### src/rtl/redma_sched_pkg.sv
// redma_sched_pkg
// Shared definitions for the DMA job scheduler: DMA control register map,
// START command bit positions, interrupt masks and the scheduler state enum.
package redma_sched_pkg;

  // DMA control register map (byte addresses on the AXI-Lite control port)
  localparam logic [31:0] ADDR_START        = 32'h0000_0000;
  localparam logic [31:0] ADDR_ENABLE_INTR  = 32'h0000_0004;
  localparam logic [31:0] ADDR_TOGGLE_INTR  = 32'h0000_000C;
  localparam logic [31:0] ADDR_READER_START = 32'h0000_0010;
  localparam logic [31:0] ADDR_WRITER_START = 32'h0000_0020;
  localparam logic [31:0] ADDR_BTT          = 32'h0000_0030;

  // START register bit positions
  localparam int START_READER_BIT     = 0;
  localparam int START_WRITER_BIT     = 1;
  localparam int START_WRITE_ZERO_BIT = 8;

  // Reader + writer kicked together; write_zero stays clear.
  localparam logic [31:0] START_CMD =
    (32'd1 << START_READER_BIT) | (32'd1 << START_WRITER_BIT);

  // Writer-done interrupt bit, used for both enable and toggle-clear.
  localparam logic [31:0] INTR_WRITER_MASK = 32'h0000_0002;

  typedef enum logic [3:0] {
    ST_INIT,
    ST_ARB,
    ST_WR_RD,
    ST_WR_WR,
    ST_WR_BTT,
    ST_WR_GO,
    ST_WAIT_INTR,
    ST_WR_ACK,
    ST_RESP
  } sched_state_t;

endpackage

### src/rtl/redma_axil_wr.sv
// redma_axil_wr
// Issues one AXI-Lite write per start pulse. AW and W are raised together and
// each is dropped on its own ready; the B response is only accepted once both
// have been taken, so a stray bvalid while idle is ignored.
// Ports:
//   clk, rst_n            clock, synchronous active-low reset
//   start, addr, data     launch a write (ignored while one is in progress)
//   done, err             one-cycle completion pulse, err = bresp != OKAY
//   awaddr/awvalid/awready, wdata/wvalid/wready, bresp/bvalid   AXI-Lite
module redma_axil_wr (
  input  logic        clk,
  input  logic        rst_n,
  input  logic        start,
  input  logic [31:0] addr,
  input  logic [31:0] data,
  output logic        done,
  output logic        err,
  output logic [31:0] awaddr,
  output logic        awvalid,
  input  logic        awready,
  output logic [31:0] wdata,
  output logic        wvalid,
  input  logic        wready,
  input  logic [1:0]  bresp,
  input  logic        bvalid
);

  logic wait_b;
  logic aw_left;
  logic w_left;

  assign aw_left = awvalid && !awready;
  assign w_left  = wvalid && !wready;

  always_ff @(posedge clk) begin
    if (!rst_n) begin
      awaddr  <= '0;
      wdata   <= '0;
      awvalid <= 1'b0;
      wvalid  <= 1'b0;
      wait_b  <= 1'b0;
      done    <= 1'b0;
      err     <= 1'b0;
    end else begin
      done <= 1'b0;
      if (start && !awvalid && !wvalid && !wait_b) begin
        awaddr  <= addr;
        wdata   <= data;
        awvalid <= 1'b1;
        wvalid  <= 1'b1;
      end else if (awvalid || wvalid) begin
        awvalid <= aw_left;
        wvalid  <= w_left;
        if (!aw_left && !w_left)
          wait_b <= 1'b1;
      end else if (wait_b && bvalid) begin
        wait_b <= 1'b0;
        done   <= 1'b1;
        err    <= (bresp != 2'b00);
      end
    end
  end

endmodule

### src/rtl/redma_job_scheduler.sv
// redma_job_scheduler
// Round-robin scheduler that accepts DMA jobs from NUM_REQ requesters,
// programs the DMA over AXI-Lite, waits for the writer-done interrupt (with a
// timeout), clears it and returns a completion pulse to the requester.
// Ports:
//   clk, rst_n                          clock, synchronous active-low reset
//   req_valid/req_ready                 per-requester job handshake
//   req_rd_addr/req_wr_addr/req_btt     packed job fields, slot i at [32i+:32]
//   rsp_valid, rsp_err                  completion pulse and error flag
//   busy                                job in flight (grant through RESP)
//   intr                                DMA writer-done interrupt (level)
//   io_control_*                        AXI-Lite write master to the DMA
//
// state        | meaning
// -------------+----------------------------------------------------
// ST_INIT      | enable writer interrupt once after reset
// ST_ARB       | round-robin search, grant and capture job
// ST_WR_RD     | write READER_START
// ST_WR_WR     | write WRITER_START (btt==0 jumps to ST_RESP)
// ST_WR_BTT    | write BTT
// ST_WR_GO     | write START (reader + writer)
// ST_WAIT_INTR | wait for intr or timeout
// ST_WR_ACK    | toggle-clear writer interrupt
// ST_RESP      | rsp_valid pulse, back to ST_ARB
module redma_job_scheduler
  import redma_sched_pkg::*;
#(
  parameter int NUM_REQ = 4,
  parameter int TIMEOUT = 2**20
) (
  input  logic                    clk,
  input  logic                    rst_n,
  input  logic [NUM_REQ-1:0]      req_valid,
  output logic [NUM_REQ-1:0]      req_ready,
  input  logic [NUM_REQ*32-1:0]   req_rd_addr,
  input  logic [NUM_REQ*32-1:0]   req_wr_addr,
  input  logic [NUM_REQ*32-1:0]   req_btt,
  output logic [NUM_REQ-1:0]      rsp_valid,
  output logic                    rsp_err,
  output logic                    busy,
  input  logic                    intr,
  output logic [31:0]             io_control_aw_awaddr,
  output logic [2:0]              io_control_aw_awprot,
  output logic                    io_control_aw_awvalid,
  input  logic                    io_control_aw_awready,
  output logic [31:0]             io_control_w_wdata,
  output logic [3:0]              io_control_w_wstrb,
  output logic                    io_control_w_wvalid,
  input  logic                    io_control_w_wready,
  input  logic [1:0]              io_control_b_bresp,
  input  logic                    io_control_b_bvalid,
  output logic                    io_control_b_bready
);

  localparam int GW = (NUM_REQ > 1) ? $clog2(NUM_REQ) : 1;
  localparam int CW = $clog2(TIMEOUT + 1);

  sched_state_t   state;
  logic [GW-1:0]  last_grant;
  logic [GW-1:0]  cur_grant;
  logic [GW-1:0]  arb_idx;
  logic           arb_found;
  logic [31:0]    rd_addr_q;
  logic [31:0]    wr_addr_q;
  logic [31:0]    btt_q;
  logic           job_err;
  logic [CW-1:0]  wait_cnt;
  logic           wr_start;
  logic           wr_pend;
  logic           wr_done;
  logic           wr_err;
  logic [31:0]    wr_addr;
  logic [31:0]    wr_data;
  logic           is_wr_state;
  logic           wr_fin;

  assign io_control_aw_awprot = 3'b000;
  assign io_control_w_wstrb   = 4'hF;
  assign io_control_b_bready  = 1'b1;

  // Search starts one past the last grant and wraps.
  always_comb begin
    arb_found = 1'b0;
    arb_idx   = last_grant;
    for (int k = 1; k <= NUM_REQ; k++) begin
      if (!arb_found && req_valid[(int'(last_grant) + k) % NUM_REQ]) begin
        arb_found = 1'b1;
        arb_idx   = GW'((int'(last_grant) + k) % NUM_REQ);
      end
    end
  end

  // Ready is combinational so that valid/ready meet in the grant cycle itself.
  always_comb begin
    req_ready = '0;
    if (state == ST_ARB && arb_found)
      req_ready[arb_idx] = 1'b1;
  end

  assign busy = (state == ST_ARB) ? arb_found : (state != ST_INIT);

  always_comb begin
    wr_addr     = ADDR_START;
    wr_data     = '0;
    is_wr_state = 1'b1;
    case (state)
      ST_INIT:   begin wr_addr = ADDR_ENABLE_INTR;  wr_data = INTR_WRITER_MASK; end
      ST_WR_RD:  begin wr_addr = ADDR_READER_START; wr_data = rd_addr_q;        end
      ST_WR_WR:  begin wr_addr = ADDR_WRITER_START; wr_data = wr_addr_q;        end
      ST_WR_BTT: begin wr_addr = ADDR_BTT;          wr_data = btt_q;            end
      ST_WR_GO:  begin wr_addr = ADDR_START;        wr_data = START_CMD;        end
      ST_WR_ACK: begin wr_addr = ADDR_TOGGLE_INTR;  wr_data = INTR_WRITER_MASK; end
      default:   is_wr_state = 1'b0;
    endcase
  end

  // The write launched on entry to a write state has completed.
  assign wr_fin = wr_pend && wr_done;

  always_ff @(posedge clk) begin
    if (!rst_n) begin
      state      <= ST_INIT;
      last_grant <= GW'(NUM_REQ - 1);
      cur_grant  <= '0;
      rd_addr_q  <= '0;
      wr_addr_q  <= '0;
      btt_q      <= '0;
      job_err    <= 1'b0;
      wait_cnt   <= '0;
      wr_start   <= 1'b0;
      wr_pend    <= 1'b0;
      rsp_valid  <= '0;
      rsp_err    <= 1'b0;
    end else begin
      wr_start <= 1'b0;
      if (is_wr_state && !wr_pend) begin
        wr_start <= 1'b1;
        wr_pend  <= 1'b1;
      end
      if (wr_fin) begin
        wr_pend <= 1'b0;
        job_err <= job_err | wr_err;
      end

      case (state)
        ST_INIT:
          if (wr_fin) state <= ST_ARB;
        ST_ARB:
          if (arb_found) begin
            cur_grant  <= arb_idx;
            last_grant <= arb_idx;
            rd_addr_q  <= req_rd_addr[int'(arb_idx)*32 +: 32];
            wr_addr_q  <= req_wr_addr[int'(arb_idx)*32 +: 32];
            btt_q      <= req_btt[int'(arb_idx)*32 +: 32];
            job_err    <= 1'b0;
            state      <= ST_WR_RD;
          end
        ST_WR_RD:
          if (wr_fin) state <= ST_WR_WR;
        ST_WR_WR:
          if (wr_fin) begin
            if (btt_q == '0) begin
              // Zero-length job: nothing to transfer, no interrupt to wait for.
              rsp_valid[cur_grant] <= 1'b1;
              rsp_err              <= job_err | wr_err;
              state                <= ST_RESP;
            end else begin
              state <= ST_WR_BTT;
            end
          end
        ST_WR_BTT:
          if (wr_fin) state <= ST_WR_GO;
        ST_WR_GO:
          if (wr_fin) begin
            wait_cnt <= '0;
            state    <= ST_WAIT_INTR;
          end
        ST_WAIT_INTR:
          // intr wins over a simultaneous timeout.
          if (intr) begin
            state <= ST_WR_ACK;
          end else if (wait_cnt == CW'(TIMEOUT - 1)) begin
            job_err <= 1'b1;
            state   <= ST_WR_ACK;
          end else begin
            wait_cnt <= wait_cnt + 1'b1;
          end
        ST_WR_ACK:
          if (wr_fin) begin
            rsp_valid[cur_grant] <= 1'b1;
            rsp_err              <= job_err | wr_err;
            state                <= ST_RESP;
          end
        ST_RESP: begin
          rsp_valid <= '0;
          rsp_err   <= 1'b0;
          state     <= ST_ARB;
        end
        default:
          state <= ST_INIT;
      endcase
    end
  end

  redma_axil_wr u_axil_wr (
    .clk     (clk),
    .rst_n   (rst_n),
    .start   (wr_start),
    .addr    (wr_addr),
    .data    (wr_data),
    .done    (wr_done),
    .err     (wr_err),
    .awaddr  (io_control_aw_awaddr),
    .awvalid (io_control_aw_awvalid),
    .awready (io_control_aw_awready),
    .wdata   (io_control_w_wdata),
    .wvalid  (io_control_w_wvalid),
    .wready  (io_control_w_wready),
    .bresp   (io_control_b_bresp),
    .bvalid  (io_control_b_bvalid)
  );

endmodule

### config.mk
export PLATFORM = sky130hd
export DESIGN_NAME = redma_job_scheduler
export DESIGN_NICKNAME = d
export VERILOG_FILES = /design/src/rtl/redma_sched_pkg.sv /design/src/rtl/redma_axil_wr.sv /design/src/rtl/redma_job_scheduler.sv
export SDC_FILE = /design/constraint.sdc
export NUM_CORES = 1
export LEC_CHECK = 0
export ABC_CLOCK_PERIOD_IN_PS = 4200
export BUFFER_PORTS_ARGS = -buffer_cell sky130_fd_sc_hd__buf_2
export CAP_MARGIN = 5
export CORE_AREA = 2 2 187 189
export DETAILED_ROUTE_END_ITERATION = 8
export DIE_AREA = 0 0 189 191
export GPL_ROUTABILITY_DRIVEN = 0
export MAX_ROUTING_LAYER = met4
export PLACE_DENSITY = 0.65
export SYNTH_ARGS = -nofsm -noshare
export SYNTH_HDL_FRONTEND = slang
export SYNTH_SLANG_ARGS = --single-unit
### constraint.sdc
create_clock -name clk -period 4.2 [get_ports clk]
set_input_delay 0.21 -clock clk [delete_from_list [all_inputs] [get_ports clk]]
set_output_delay 0.21 -clock clk [all_outputs]
set_load 0.01 [all_outputs]
==> summary.txt, run 1 <==
HPWL after detailed placement = 26.7 mm
CP delay by family, top = buffers and inverters
Synth Flop Type = dfxtp_1
Post-CTS setup repair buffer count = 0
CTS resizes = 0
Max Cap Viol = 0
Drt initial violations = 625
Post-route DRC = 0
Core Rows = 68
Flop2flop setup slack = 1.32 ns
DP Area = 12000 µm²
CTS Buf Count = 17
Via count = 9583
Share of layout cells above drive strength 1 = 35.8%
Clk Latency, worst-skew pair = 0.44 ns
Buffers on Ports = 443
Post-synthesis sequential area ratio = 36.7%
GRT Total Usage = 18.8%
CTS tree = built
Drt pass-1 iters = 5
Critical Path RT = 3.99 ns
Synthesis Warnings = 0
Core area = 34100 µm²
Slew Viols, Final = 0
Final core utilization = 37.0%
Clk buf depth = 2
Nets@finish = 1813
Actual slew at the worst max-slew pin = 1.04 ns
Tmin final = 2.92 ns
First-pass GRT wire length = 50.9 mm
Cell-by-cell trace of the critical path = nand3b_1, a31oi_4, buf_12, inv_1, nor3_1, buf_2
Sequential Area = 3480 µm²
Hold Vio Cnt, Final = 0
Rel. slew slack = 30.6%
Outcome = completed
Setup TNS = 0 ns
Yosys top cell area share = 36.7%
DR WL/cell = 18.4 µm
CTS Hold Bufs = 0
RSZ-0062 raised after global routing = no
Routed WL = 34.6 mm
Hold WS = 0.0393 ns
CP Buf/Inv Count = 3
Initial antenna violation count = 0
H-tree depth = 4
Area of the multi-input gates = 5540 µm²
Worst Hold Class = input pin to flop
Synth cell count leaders = 194 x mux2i_1, 174 x dfxtp_1, 115 x o21ai_0
Initial Util = 27.8%
Top-count cell post-synth = mux2i_1
FILL cells = 3528
VDD IR max = 0.290 mV
IO Count = 480
Asr flop ratio synth = 0%
Clock slew at reported path FFs = 0.08 ns
Clock net sink count = 174
GRT overflow = 0
Worst setup SP type = flop
Final std cells w/o fill = 1884
Synth Area per Inst = 9.30 µm²
Critical Path AT = 2.71 ns
Final Cycle Share = 69.6%
Die Area = 36100 µm²
Ant diodes = 0
Vias in the first global route = 9066
CP Capture Type = output port
Area grow syn2layout = 33.0%
PwrDens = 432 nW/µm²
Yosys top cell by area = dfxtp_1
Post-synth EDFFs = 0
Vias per inst = 5.09
Placed cells = 1852
Die Width = 189 µm
Antenna violation net count after detailed routing = 0
Chip Height = 191 µm
Final instance area = 12600 µm²
Maximum fanout along the worst path = 51
WS Path Type = flop to output port
Largest net degree at the start of global routing = 97
Max Freq = 0.342 GHz
#FFs+latches synth = 174
Gate Count Post-Synth = 1021
Critical-path top delay cell = a31oi_4
Synth unique cells = 58
Lkg Pwr = 5.44 nW
Synth top area cells = dfxtp_1 37%, mux2i_1 20%, a2bb2oi_1 8.9%
Critical Path Max Stage Delay = 0.64 ns
Final setup viols = 0
Clk_skew = 0.0130 ns
Cell Area, Synth = 9490 µm²
Clock root cell = clkbuf_16
-- placed cells by master (no fill, tap or decap), types with 30 or more instances in the layout --
cell       count
buf_2        443
mux2i_1      194
dfxtp_1      174
o21ai_0      115
a2bb2oi_1     96
nor2_1        53
conb_1        36
a211oi_1      34
a21oi_1       31
a222oi_1      30
-- worst register-to-register path, delay by kind of cell (launching register included) --
family	cells	cell delay, ns
compound gates	1	0.63
flops	1	0.65
simple gates	3	1.49
-- flip-flops by register name (all words and copies together) (netlist names) --
signal	flops
btt_q	32
cur_grant	2
job_err	1
last_grant	2
rd_addr_q	32
rsp_err	1
rsp_valid	4
state	4
u_axil_wr.awaddr	4
u_axil_wr.awvalid	1
u_axil_wr.done	1
u_axil_wr.err	1
u_axil_wr.wait_b	1
u_axil_wr.wdata	32
u_axil_wr.wvalid	1
wait_cnt	21
wr_addr_q	32
wr_pend	1
wr_start	1
-- stage by stage --
stage	power, mW	setup WS (ns)
detailed placement	3.85	1.35
CTS	5.52	1.15
floorplan	3.21	2.32
global route	5.74	0.932
finish	5.45	1.28
global placement	3.82	1.50
-- kinds of logic after synthesis --
logic type      Yosys count  synth area share [%]
flops                   174                  36.7
fa+ha+maj                 1                 0.132
xor+xnor                  3                 0.277
compound gates          345                  25.6
buf+inv                 129                  7.04
mux                     195                  20.6
other cells               2                0.0791
simple gates            172                  9.56
-- cell type report --
| class | instances | share of cell area, % |
|---|---|---|
| flip-flops and latches | 174 | 27.6 |
| clock inverters | 14 | 1.34 |
| repair buffers | 461 | 18.9 |
| clock buffers | 18 | 3.48 |
| well taps | 455 | 4.51 |
| inverters | 10 | 0.297 |
| multi-input cells | 752 | 43.8 |
-- power by group --
| part | internal [mW] | leakage [nW] | total (mW) | switching, mW |
|---|---|---|---|---|
| sequential | 1.84 | 1.41 | 2.02 | 0.178 |
| combinational | 0.818 | 3.73 | 1.78 | 0.958 |
| clock | 0.871 | 0.299 | 1.65 | 0.780 |
-- routing by layer --
metal | track usage [%] | wire, µm | up-vias
met4 | 5.32 | 589 | 0
li1 | - | - | 4639
met2 | 32.0 | 17300 | 398
met3 | 3.58 | 2390 | 35
met1 | 22.7 | 14300 | 4511
met5 | - | 0 | -
-- path summary, 6_finish.rpt --
| kind | start | to | cells past startpoint |
|---|---|---|---|
| hold reg to reg | rsp_valid[1]$_SDFFE_PN0P_ | rsp_valid[1]$_SDFFE_PN0P_ | 2 |
| setup reg to reg | state[0]$_SDFFE_PN0P_ | rd_addr_q[5]$_SDFFE_PN0P_ | 4 |
| hold / removal | req_wr_addr[27] | wr_addr_q[27]$_SDFFE_PN0P_ | 3 |
| setup / recovery | last_grant[1]$_SDFFE_PN1P_ | req_ready[3] | 6 |
(Power assumes the default switching activity.)
==> run 2: changes to the inputs <==
- ABC_CLOCK_PERIOD_IN_PS: 4200 -> 2710
- clock period: 4.2 -> 2.71 ns (I/O delays scaled with it)
==> run 2 against run 1 <==
Against the previous run: sequential share of layout area decreased by 2.6 points; clock-buffer cell count increased by 2; core utilization increased by 3.9 points; register-to-register slack got worse by 1.1 ns; critical endpoint is now btt_q[26]$_SDFFE_PN0P_; clock skew about the same; via count increased by 6.6%.
==> summary.txt, run 2 (synthesis results as in run 1) <==
Initial Util = 27.8% (unchanged)
Drt pass-1 iters = 9 (+4)
Outcome = completed
Critical Path RT = 3.00 ns (-0.99 ns)
Hold WS = 0.0133 ns (-0.0260 ns)
First-pass GRT wire length = 54.6 mm (+7.3%)
FILL cells = 3395 (-3.8%)
Worst Hold Path Cells = 3 (unchanged)
CTS Buf Count = 17 (unchanged)
Area grow syn2layout = 47.1%
Clk_skew = 0.0130 ns (-0.0000400 ns)
R2r worst-path depth = 7 (+3)
Hold Startpoint = req_btt[4]
Initial antenna violation count = 2 (+2)
GRT overflow = 0 (unchanged)
Post-CTS setup repair buffer count = 0 (unchanged)
Most frequent cells in the layout = 443 x buf_2, 194 x mux2i_1, 174 x dfxtp_1
Hold Vio Cnt, Final = 0 (unchanged)
Nets@finish = 1947 (+7.4%)
H-tree depth = 4 (unchanged)
WS Path Type = flop to flop
Final Cycle Share = 92.0%
Core Rows = 68 (unchanged)
Largest net degree at the start of global routing = 57 (-41%)
Worst setup SP type = flop
Buffers on Ports = 443 (unchanged)
Core area = 34100 µm² (unchanged)
VDD IR max = 0.438 mV (+51%)
Clk Latency, worst-skew pair = 0.43 ns (about the same)
GRT Total Usage = 20.0% (+1.2 points)
Clock root cell = clkbuf_16
Setup TNS = 0 ns (unchanged)
IO Count = 480 (unchanged)
Actual slew at the worst max-slew pin = 0.698 ns (-0.342 ns)
Clock slew at reported path FFs = 0.08 ns (about the same)
HPWL after detailed placement = 27.4 mm (+2.6%)
Via count = 10200 (+6.6%)
RR Startpoint = last_grant[1]$_SDFFE_PN1P_
Commonest non-fill, non-tap cell in the layout = buf_2
CP Capture Type = flop
DR WL/cell = 18.3 µm (-0.29%)
Tmin final = 2.49 ns
Final setup viols = 0 (unchanged)
Maximum fanout along the worst path = 19 (-63%)
Vias per inst = 5.06 (-0.53%)
Critical Path AT = 2.78 ns (+0.07 ns)
Max Cap Viol = 0 (unchanged)
Die Width = 189 µm (unchanged)
Post-route DRC = 0 (unchanged)
Worst Hold Class = input pin to flop
Lkg Pwr = 6.01 nW (+10%)
Drt initial violations = 651 (+4.2%)
Chip Height = 191 µm (unchanged)
Max Freq = 0.401 GHz
CTS tree = built
Share of layout cells above drive strength 1 = 33.7% (-2.1 points)
Rel. slew slack = 53.0% (+22 points)
Clock net sink count = 174 (unchanged)
Die Area = 36100 µm² (unchanged)
Slew Viols, Final = 0 (unchanged)
RSZ-0062 raised after global routing = no
Routed WL = 37.0 mm (+6.9%)
Reg2reg end = btt_q[26]$_SDFFE_PN0P_
Flop2flop setup slack = 0.22 ns (-1.10 ns)
Hold EP = btt_q[4]$_SDFFE_PN0P_
Vias in the first global route = 9909 (+9.3%)
Antenna violation net count after detailed routing = 0 (unchanged)
DP Area = 12200 µm² (+1.4%)
Clk buf depth = 2 (unchanged)
PwrDens = 627 nW/µm² (+45%)
Final instance area = 14000 µm² (+11%)
## run 2: cell type report
class	count	area, µm²	area share, %
multi-input combinational	752	5540	39.6
timing repair buffer	595	3740	26.8
sequential	174	3480	25.0
tap	455	569	4.08
clock buffer	20	457	3.27
clock inverter	12	133	0.950
inverter	10	37.5	0.269
antenna	2	5.00	0.0358
## run 2: where the power goes
group	internal (mW)	switching, mW
clock	1.34	1.13
sequential	2.86	0.274
combinational	1.59	1.57
## run 2: worst max-delay path by stage
stage | start | to | slack (ns) | cells after the start
6_report | last_grant[1]$_SDFFE_PN1P_ | btt_q[26]$_SDFFE_PN0P_ | 0.22 | 7
3_3_place_gp | btt_q[16]$_SDFFE_PN0P_ | rsp_valid[3]$_SDFFE_PN0P_ | 0.49 | 5
5_1_grt | last_grant[1]$_SDFFE_PN1P_ | wr_addr_q[23]$_SDFFE_PN0P_ | 0.05 | 7
2_1_floorplan | last_grant[1]$_SDFFE_PN1P_ | wr_addr_q[22]$_SDFFE_PN0P_ | 0.86 | 8
3_5_place_dp | btt_q[16]$_SDFFE_PN0P_ | rsp_valid[1]$_SDFFE_PN0P_ | 0.48 | 5
4_1_cts | last_grant[1]$_SDFFE_PN1P_ | req_ready[3] | 0.18 | 7
## run 2: worst max-delay path, stage by stage, from the launching register on
cell,delay [ns]
dfxtp_1,0.47
nand3b_1,0.17
a31oi_4,0.29
buf_12,0.23
buf_4,0.31
mux2i_1,0.23
dlygate4sd3_1,0.57
o21ai_0,0.07
## run 2: per-stage QoR
step	utilization [%]	worst slack (ns)	cells	total power, mW
2_1_floorplan	-	0.862	1055	4.98
3_5_place_dp	35.7	0.477	1868	6.06
4_1_cts	40.9	0.182	2018	8.83
5_1_grt	40.9	0.0455	2020	9.20
3_3_place_gp	35.7	0.490	1868	6.02
6_report	40.9	0.217	2020	8.75
## run 2: repair_timing
item	4_1_cts	5_1_grt
resized for setup	0	0
endpoints found under the hold margin	67	0
hold buffers	118	0
## run 2: per-layer routing
layer,vias to the layer above,share of wire [%],GRT usage (%)
met5,-,0,-
li1,4929,-,-
met4,0,2.6,6.79
met1,4847,42,24.0
met3,53,5.4,3.54
met2,391,50,34.0
==> run 3: changes to the inputs <==
- ABC_AREA: unset -> 1
- PLACE_DENSITY: 0.65 -> 0.73
==> run 3 against run 2 <==
Against the previous run: global-route usage is 4.7 points higher; sequential share of layout area is 1.6 points lower; non-clock buffer count is 124 lower; register-to-register slack better by 0.10 ns; setup slack worse by 0.046 ns; worst hold slack worse by 0.0033 ns; die area stayed put; largest cell class unchanged; flip-flop and latch count stayed put; via count is 36% higher; power is 46% higher; combinational power is 110% higher; first-iteration DRC count is 75% higher.
==> summary.txt, run 3 <==
Drt initial violations = 1141 (+75%)
RSZ-0062 raised after global routing = no
IO Count = 480 (unchanged)
Synth cell count leaders = 391 x nand2_1, 330 x inv_1, 313 x nor2_1
Via count = 13800 (+36%)
Setup TNS = 0 ns (unchanged)
Worst setup SP type = flop
Synth top area cells = dfxtp_1 29%, nand2_1 12%, inv_1 10%
Tmin final = 2.54 ns (+0.0460 ns)
GR Layer Usage met3 = 3.14% (-0.40 points)
Drt pass-1 iters = 5 (-4)
Die Area = 36100 µm² (unchanged)
Critical-path top delay cell = clkbuf_8
GRT overflow = 0 (unchanged)
Most used cell, CP = nand2_1
Most used routing layer = met2
Hold Vio Cnt, Final = 0 (unchanged)
Core Rows = 68 (unchanged)
Post-route DRC = 0 (unchanged)
Final instance area = 14900 µm² (+6.9%)
Lkg Pwr = 7.33 nW (+22%)
Synth unique cells = 33 (-43%)
Maximum fanout along the worst path = 63 (+44)
Vias in the first global route = 12700 (+28%)
WS Path Type = flop to output port
Critical Path AT = 2.40 ns (-0.38 ns)
Max Cap Viol = 0 (unchanged)
Most frequent cells in the layout = 443 x buf_2, 387 x nand2_1, 329 x inv_1
Hold WS = 0.0100 ns (-0.00327 ns)
First-pass GRT wire length = 67.9 mm (+24%)
Clock net sink count = 174 (unchanged)
DP Area = 14300 µm² (+17%)
Initial antenna violation count = 5 (+3)
Cell Area, Synth = 12000 µm² (+26%)
Antenna violation net count after detailed routing = 0 (unchanged)
CP delay by family, top = simple AND/OR/NAND/NOR gates
CP Capture Type = output port
Die Width = 189 µm (unchanged)
Outcome = completed
Top-count cell post-synth = nand2_1
GRT Total Usage = 24.8% (+4.7 points)
CP Buf/Inv Count = 4 (+1)
Initial Util = 35.1% (+7.3 points)
Met1 Track Usage GR = 30.5% (+6.5 points)
Largest net degree at the start of global routing = 94 (+65%)
Clk Latency, worst-skew pair = 0.43 ns (about the same)
FILL cells = 3586 (+5.6%)
Clock slew at reported path FFs = 0.07 ns (about the same)
Max Freq = 0.394 GHz (-1.8%)
Clk_skew = 0.0152 ns (+0.00224 ns)
Power consumption = 12.8 mW (+46%)
Critical Path Max Stage Delay = 0.36 ns (-0.21 ns)
CTS tree = built
#FFs+latches synth = 174 (unchanged)
Slew Viols, Final = 0 (unchanged)
Post-synth EDFFs = 0 (unchanged)
Gate Count Post-Synth = 2062 (+100%)
Chip Height = 191 µm (unchanged)
Cell-by-cell trace of the critical path = inv_2, nand2_1, o21ai_0, nand2_1, nand2_8, clkinv_2, clkbuf_8, nand2_1, nor2_1, buf_2
Yosys top cell area share = 29.1% (-7.6 points)
Clock root cell = clkbuf_16
Critical Path RT = 2.57 ns (-0.43 ns)
Worst Hold Class = input pin to flop
Asr flop ratio synth = 0% (unchanged)
Post-synthesis sequential area ratio = 29.1% (-7.6 points)
Vias per inst = 4.78 (-5.6%)
H-tree depth = 4 (unchanged)
Yosys top cell by area = dfxtp_1
Met2 Track Usage GR = 42.3% (+8.3 points)
Post-CTS setup repair buffer count = 0 (unchanged)
Buffers on Ports = 443 (unchanged)
PwrDens = 856 nW/µm² (+37%)
Routed WL = 44.6 mm (+21%)
CTS Buf Count = 17 (unchanged)
Actual slew at the worst max-slew pin = 0.683 ns (-0.0157 ns)
Area grow syn2layout = 24.8%
Synthesis Warnings = 0 (unchanged)
Core area = 34100 µm² (unchanged)
Rel. slew slack = 54.5% (+1.5 points)
DR WL/cell = 15.4 µm (-16%)
Final Cycle Share = 93.7% (+1.7 points)
Clk buf depth = 2 (unchanged)
Final setup viols = 0 (unchanged)
Synth Area per Inst = 5.80 µm² (-38%)
HPWL after detailed placement = 33.7 mm (+23%)
Share of layout cells above drive strength 1 = 24.0% (-9.7 points)
VDD IR max = 0.851 mV (+94%)
Synth Flop Type = dfxtp_1
Nets@finish = 2824 (+45%)
Commonest non-fill, non-tap cell in the layout = buf_2
[run 3: metrics by stage]
stage	instances	worst slack (ns)	util [%]
after detailed placement	2861	0.354	41.9
after CTS	2895	0.120	43.7
after floorplan	2096	0.961	-
after global routing	2900	0.00431	43.8
after global placement	2861	0.451	41.9
final	2900	0.170	43.8
[run 3: layout make-up]
class / count / area (µm²) / area share [%]
Clock buffer: 20 / 447 / 2.99
Timing Repair Buffer: 471 / 2510 / 16.8
Antenna cell: 5 / 12.5 / 0.0838
Clock inverter: 12 / 131 / 0.880
Inverter: 336 / 1270 / 8.49
Sequential cell: 174 / 3480 / 23.3
Tap cell: 455 / 569 / 3.81
Multi-Input combinational cell: 1427 / 6510 / 43.6
[run 3: repair_timing]
item	4_1_cts	5_1_grt
endpoints found under the hold margin	3	0
pin swaps	0	0
setup endpoints to repair	1	3
resized for setup	1	4
hold buffers	2	0
[run 3: cells by family (layout without fill, tap and decap cells)]
group / Yosys count / count (layout) / synth area share, %
simple gates: 944 / 944 / 33.3
buf+inv: 495 / 839 / 17.9
compound gates: 434 / 434 / 18.7
flops: 174 / 174 / 29.1
xor+xnor: 12 / 12 / 0.878
other cells: 2 / 41 / 0.0628
fa+ha+maj: 1 / 1 / 0.105
[run 3: per-layer routing]
metal | routed length, µm | vias up
met2 | 21400 | 513
met3 | 2590 | 67
met1 | 19600 | 6217
li1 | - | 7052
met4 | 1070 | 0
met5 | 0 | -
[run 3: worst reg2reg max path, cell delays in order (launching register included)]
cell and delay (ns):
dfxtp_1 0.35, buf_4 0.18, nand2_1 0.09, nand2_1 0.11, nand2_1 0.07, nand2_2 0.11, nand3_1 0.13, nand2_4 0.11
inv_4 0.09, nand2_2 0.21, buf_4 0.56, nor2_1 0.18, nor2_1 0.13
[run 3: where the power goes]
| group | switching, mW | internal (mW) | total, mW |
|---|---|---|---|
| Sequential | 0.395 | 3.20 | 3.60 |
| Clock | 1.17 | 1.32 | 2.49 |
| Combinational | 4.64 | 2.07 | 6.70 |
[run 3: final timing paths]
kind                                            startpoint                             to  slack [ns]  cells after the start
worst max register to register  last_grant[0]$_SDFFE_PN1P_          btt_q[8]$_SDFFE_PN0P_        0.32                     12
worst min register to register   rsp_valid[0]$_SDFFE_PN0P_      rsp_valid[0]$_SDFFE_PN0P_        0.45                      2
worst max-delay path            last_grant[0]$_SDFFE_PN1P_                   req_ready[3]        0.17                     10
worst min-delay path                   io_control_w_wready  u_axil_wr.wvalid$_SDFFE_PN0P_        0.01                      4
